$ cat src/rtl/branch_pc_unit.sv
//==============================================================================
// Module   : branch_pc_unit
// Brief    : Fetch PC sequencer with branch/jump redirect, IF/ID flush pulse
//            and saturating branch statistics.
// Revision : 1.0 - initial release
//==============================================================================
`default_nettype none

module branch_pc_unit #(
  parameter logic [31:0] RESET_PC = 32'h0000_0000,
  parameter int unsigned CNT_W    = 16
) (
  input  logic             clk,
  input  logic             rst,
  input  logic             stall_i,
  input  logic             branch_valid_i,
  input  logic             sig_branch_i,
  input  logic [31:0]      ex_pc_plus4_i,
  input  logic [15:0]      immediate_i,
  input  logic             jump_i,
  input  logic [25:0]      jump_target_i,
  input  logic [31:0]      id_pc_plus4_i,
  output logic [31:0]      pc_o,
  output logic             fetch_valid_o,
  output logic             flush_o,
  output logic [CNT_W-1:0] branch_cnt_o,
  output logic [CNT_W-1:0] taken_cnt_o
);

  typedef enum logic [1:0] {
    BOOT  = 2'd0,
    RUN   = 2'd1,
    REDIR = 2'd2
  } state_t;

  state_t             state_q;
  logic [31:0]        pc_q;
  logic               fetch_valid_q;
  logic               flush_q;
  logic [CNT_W-1:0]   branch_cnt_q;
  logic [CNT_W-1:0]   taken_cnt_q;
  logic [CNT_W-1:0]   branch_cnt_d;
  logic [CNT_W-1:0]   taken_cnt_d;

  logic               accept;
  logic               br_taken;
  logic               do_jump;
  logic [31:0]        branch_tgt;
  logic [31:0]        jump_tgt;

  // Word offset is sign-extended and scaled to bytes; sums wrap modulo 2^32.
  assign branch_tgt = ex_pc_plus4_i + {{14{immediate_i[15]}}, immediate_i, 2'b00};
  assign jump_tgt   = {id_pc_plus4_i[31:28], jump_target_i, 2'b00};

  // Redirect decode and saturating counter next-state. The cycle right after
  // a flush holds only killed instructions, so their requests are dropped;
  // this also keeps flush from ever being asserted on back-to-back cycles.
  always_comb begin
    accept       = (state_q == RUN) && !flush_q;
    br_taken     = accept && branch_valid_i && sig_branch_i;
    do_jump      = accept && jump_i && !br_taken;
    branch_cnt_d = branch_cnt_q;
    taken_cnt_d  = taken_cnt_q;
    if (accept && branch_valid_i && !(&branch_cnt_q)) begin
      branch_cnt_d = branch_cnt_q + CNT_W'(1);
    end
    if (br_taken && !(&taken_cnt_q)) begin
      taken_cnt_d = taken_cnt_q + CNT_W'(1);
    end
  end

  // Control FSM with all outputs registered; reset overrides everything.
  always_ff @(posedge clk) begin
    if (rst) begin
      state_q       <= BOOT;
      pc_q          <= RESET_PC;
      fetch_valid_q <= 1'b0;
      flush_q       <= 1'b0;
      branch_cnt_q  <= '0;
      taken_cnt_q   <= '0;
    end else begin
      case (state_q)
        BOOT: begin
          // PC already holds RESET_PC; it becomes the first valid fetch.
          state_q       <= RUN;
          fetch_valid_q <= 1'b1;
          flush_q       <= 1'b0;
        end
        RUN: begin
          branch_cnt_q <= branch_cnt_d;
          taken_cnt_q  <= taken_cnt_d;
          if (br_taken) begin
            pc_q          <= branch_tgt;
            fetch_valid_q <= 1'b1;
            flush_q       <= 1'b1;
            state_q       <= REDIR;
          end else if (do_jump) begin
            pc_q          <= jump_tgt;
            fetch_valid_q <= 1'b1;
            flush_q       <= 1'b1;
          end else begin
            flush_q <= 1'b0;
            if (!stall_i) begin
              pc_q          <= pc_q + 32'd4;
              fetch_valid_q <= 1'b1;
            end
          end
        end
        REDIR: begin
          // Branch/jump inputs here belong to flushed instructions.
          state_q       <= RUN;
          fetch_valid_q <= 1'b1;
          flush_q       <= 1'b0;
          if (!stall_i) begin
            pc_q <= pc_q + 32'd4;
          end
        end
        default: begin
          state_q       <= BOOT;
          fetch_valid_q <= 1'b0;
          flush_q       <= 1'b0;
        end
      endcase
    end
  end

  assign pc_o          = pc_q;
  assign fetch_valid_o = fetch_valid_q;
  assign flush_o       = flush_q;
  assign branch_cnt_o  = branch_cnt_q;
  assign taken_cnt_o   = taken_cnt_q;

endmodule

`default_nettype wire

$ cat config.mk
export PLATFORM = sky130hd
export DESIGN_NAME = branch_pc_unit
export DESIGN_NICKNAME = d
export VERILOG_FILES = /design/src/rtl/branch_pc_unit.sv
export SDC_FILE = /design/constraint.sdc
export NUM_CORES = 1
export LEC_CHECK = 0
export CAP_MARGIN = 20
export CORE_MARGIN = 8
export CORE_UTILIZATION = 59
export DETAILED_ROUTE_END_ITERATION = 16
export DONT_BUFFER_PORTS = 1
export HOLD_SLACK_MARGIN = 0.02
export MAX_ROUTING_LAYER = met4
export PLACE_DENSITY = 0.78
export SLEW_MARGIN = 25
export SYNTH_ARGS = -nofsm -noshare
export SYNTH_HDL_FRONTEND = slang
export SYNTH_SLANG_ARGS = --single-unit
$ cat constraint.sdc
create_clock -name clk -period 2.8 [get_ports clk]
set_clock_uncertainty 0.2 [all_clocks]
set_input_delay 0.56 -clock clk [delete_from_list [all_inputs] [get_ports clk]]
set_output_delay 0.56 -clock clk [all_outputs]
set_load 0.01 [all_outputs]
**Word-level counts from Yosys, hierarchy flattened**

Index checks and enable logic that the tools add are counted.
W data, S select, Z words.

- Muxes and demuxes: 12
- Equality and inequality tests: 4
- $add $sub $neg: 4
- Reductions and logical operators: 19
- Bitwise logic cells: 1

Operator list:

| operator | number |
|---|---|
| $mux W32 | 3 |
| $pmux W32 S2 | 1 |
| $add A16 B1 Y16 const B | 2 |
| $add A32 B3 Y32 const B | 1 |
| $add A32 B32 Y32 | 1 |
| $reduce_and A16 Y1 | 2 |
| $logic_and A1 B1 Y1 | 7 |
| $mux W1 | 5 |
| $logic_not A1 Y1 | 4 |
| $ne A4 B4 Y1 const B | 1 |
| $pmux W2 S2 | 1 |
| $reduce_and A2 Y1 | 2 |
| $reduce_or A2 Y1 | 2 |
| $eq A2 B1 Y1 const B | 1 |
| $eq A2 B2 Y1 const B | 1 |
| $logic_not A2 Y1 | 1 |
| $mux W2 | 1 |
| $ne A2 B2 Y1 const B | 1 |
| $pmux W1 S2 | 1 |
| $reduce_bool A2 Y1 | 1 |
| $not A1 Y1 | 1 |

- Output and inout port bits: 66
- Input port bits: 112
- Word-level logic and storage cells: 46
- Register bits: 68

**Depth between registers and ports, before layout**

- Depth after elaboration: 9
- Gate-level depth with buffers: 10
- Depth with buffers taken out: 10

**Worst setup path before layout**

Ideal clock, no wire load.

- Path type: input port to flip-flop
- Start: input port ex_pc_plus4_i[2]
- End: register pc_q[20] (netlist: pc_o[20])
- Arrival: 2734 ps
- Path buffers: 0
- Stages: 10
- Library setup time: 103 ps
- Required time: 2497 ps
- Setup slack: -237 ps
- Cells stage by stage: ha_1 > fa_1 > a21oi_2 > o2111ai_2 > o211ai_2 > a31oi_4 > a21oi_2 > o21ai_2 > xnor2_1 > a2111oi_2

- Longest elaborated chain between the ends: 3

RTL lines:

| element | RTL line | text |
|---|---|---|
| start: declaration | 18 | `input logic [31:0] ex_pc_plus4_i,` |
| $add A32 B32 Y32 | 52 | `assign branch_tgt = ex_pc_plus4_i + {{14{immediate_i[15]}}, immediate_i, 2'b00};` |
| $mux W32 | 92 | `if (br_taken) begin` |
| $pmux W32 S2 | 82 | `case (state_q)` |
| end signal: assignment | 93 | `pc_q <= branch_tgt;` |
| end signal: assignment | 98 | `pc_q <= jump_tgt;` |
| end signal: assignment | 104 | `pc_q <= pc_q + 32'd4;` |
| end: declaration | 37 | `logic [31:0] pc_q;` |

Every way passes these cells.
A chain may end at the register's enable or synchronous reset.

**Worst setup path after layout**

Ends and elaborated chain as after synthesis.

==> summary.md <==
| Metric | Value |
|---|---|
| Run status | `finished, final reports clean` |
| Share of layout cells above drive strength 1 | `17.1%` |
| Reg clk slew, reported paths | `90 ps` |
| Initial Util | `60.6%` |
| Multi-input logic area | `4020 um2` |
| First-pass GRT wire length | `28300 um` |
| CTS Hold Buffers Added | `0` |
| DR iter-0 viols | `586` |
| Relative slew margins | `54.8%` |
| Post-synth EDFFs | `0` |
| Layout Nets | `919` |
| CTS buffer count | `9` |
| # Post-CTS Setup Buffers | `0` |
| Antenna cells | `0` |
| Row count | `35` |
| Crit Path Class | `input pin to flip-flop` |
| DR DRC count | `0` |
| Vias/cell | `6.68` |
| Crit share post-route | `94.9%` |
| Netlist cell types | `90` |
| Endpoints failing setup | `0` |
| Most frequent cell after synthesis | `nor2_1` |
| Met1 GRT Util | `31.4%` |
| Io pins | `178` |
| RSZ-0062 raised after global routing | `no` |
| Top area cells in the synthesized netlist | `dfxtp_1 (24%), ha_1 (8.3%), nor2_1 (6.3%)` |
| Final hold violations | `0` |
| Fmax | `376 MHz` |
| Die ar. | `12800 um2` |
| Met2 Use GR | `44.6%` |
| Die height | `113 um` |
| LEAKAGE | `0.00255 uW` |
| Min-Delay Path Class | `input pin to flip-flop` |
| Synth top cells by count | `nor2_1 (94), dfxtp_1 (68), nand2_1 (55), a21oi_1 (51), nand3_1 (38)` |
| Total GRT Usage | `27.6%` |
| Top_reg_cell synth | `dfxtp_1` |
| Syn Inst Count | `716` |
| Average wire per standard cell | `20.1 um` |
| Overall die width | `113 um` |
| Htree depth | `3` |
| Bufs on Longest Clock Path | `2` |
| Cell taking the most area after synthesis | `dfxtp_1` |
| CTS tree | `built` |
| Via count | `5910` |
| CTS Sinks | `68` |
| R2r setup slk | `160 ps` |
| Routed Antenna Nets | `0` |
| CTS resizes | `0` |
| Clock Latency Late Sink | `350 ps` |
| #FFs+latches synth | `68` |
| Fin. max-slew vios | `0` |
| Tightest Pin Transition | `672 ps` |
| Synth Net Count | `866` |
| Gr busiest metal | `met2` |
| YS warnings | `0` |
| Core Util, Final | `69.2%` |
| Final period demand of the worst path | `2660 ps` |
| Gpl congestion | `0.930` |
| Critical Path AT | `2710 ps` |
| Post-synthesis sequential area ratio | `24.4%` |
| DRT Pass-1 Iters | `5` |
| Worst vdd ir | `0.303 mV` |
| Startpoint Class | `input pin` |
| Initial antenna violation count | `0` |
| Area grow syn2layout | `14.2%` |
| CP max FO | `4` |
| IO buf count | `0` |
| Share of the synthesized area in the top cell type | `24.4%` |
| CTS root buf | `clkbuf_8` |
| Vias in the first global route | `5776` |
| Crit path capture type | `flip-flop` |
| Data required, critical path | `2850 ps` |
| P per Cell Area | `495 nW/um2` |
| Ys async rst share | `0%` |
| Largest net degree at the start of global routing | `66` |
| Storage cell area | `1360 um2` |
| Wire length after detailed routing | `17800 um` |
| Cells after DPL | `869` |
| Total power | `3150 uW` |
| Grt ovf | `0` |
| Core ar. | `9200 um2` |
| Post-synthesis cell area | `5580 um2` |
| Detail Placement HPWL | `13900 um` |
| Max-cap viol count | `0` |
| Layout Cells excl Fill | `885` |
| Met3 Use GR | `8.25%` |
| Mean Syn Cell Area | `7.79 um2` |
| Fillers | `775` |
[kinds of logic after synthesis]
family	Yosys count	share of synthesized area [%]
mux	7	1.26
buf+inv	53	4.26
compound gates	211	27.2
fa+ha+maj	38	8.66
flops	68	24.4
xor+xnor	52	8.17
simple gates	287	26.0
[routing by layer]
| layer | up-vias | routed length (um) |
|---|---|---|
| met5 | - | 0 |
| met1 | 2807 | 7240 |
| met3 | 40 | 1810 |
| met4 | 0 | 454 |
| li1 | 2778 | - |
| met2 | 285 | 8280 |
[stage by stage]
stage               setup slack, ps  cell area [um2]  hold WS (ps)  TNS, ps
floorplan                      10.3             5600           285        0
global placement               -231             6140           302    -1590
detailed placement             -293             6140           322    -2300
CTS                            60.6             6350          61.7        0
global route                   29.0             6370          53.6        0
finish                          144             6370          74.8        0
[cell usage in the layout (no fill, tap or decap), types with 3 or more instances in the layout]
cell type and count:
a211oi_1 9, a211oi_2 4, a21o_1 12, a21oi_1 50
a221o_1 4, a221oi_1 6, a222oi_1 3, a22oi_1 11
a31o_2 3, a31oi_1 4, and2_1 9, and3_1 16
and4_1 7, buf_4 75, clkbuf_8 9, dfxtp_1 68
ha_1 36, inv_1 19, inv_6 4, mux2i_1 7
nand2_1 55, nand3_1 38, nand4_1 16, nand4b_1 3
nor2_1 93, nor2b_1 5, nor3_1 13, nor4_1 5
o21a_1 4, o21ai_0 36, o21ai_1 7, o22ai_1 3
o31ai_1 6, o32ai_1 3, or3_1 6, xnor2_1 22
xor2_1 30
[cell type report]
class	instances	area share, %
multi-input combinational	595	63.2
sequential	68	21.4
timing repair buffer	75	8.84
tap	111	2.18
clock buffer	9	1.95
clock inverter	7	1.28
inverter	20	1.18
[sequential cells by signal, summed over array words and instances (netlist names)]
register,flops
flush_o,1
pc_o,32
taken_cnt_o,16
state_q,2
branch_cnt_o,16
fetch_valid_o,1
[critical path: stages]
cell       delay, ps
ha_4             140
fa_2             360
a21oi_2          170
o2111ai_2        200
o211ai_2         320
a31oi_4          190
a21oi_4          220
o21ai_2           70
xnor2_1          130
a2111oi_2        340
[power by group]
group          total (uW)  internal (uW)  switching [uW]
combinational        1140            478             662
clock                 866            426             440
sequential           1150           1040             111
total                3150           1940            1210
[path summary, 6_finish.rpt]
check / endpoint / start / cells past startpoint
worst max-delay path: pc_o[20]$_SDFFE_PP0P_ / ex_pc_plus4_i[2] / 10
worst min-delay path: pc_o[20]$_SDFFE_PP0P_ / rst / 1
worst max register to register: pc_o[31]$_SDFFE_PP0P_ / pc_o[5]$_SDFFE_PP0P_ / 8
worst min register to register: state_q[1]$_SDFFE_PP0P_ / state_q[1]$_SDFFE_PP0P_ / 2
Power figures use the tool's default switching activity.
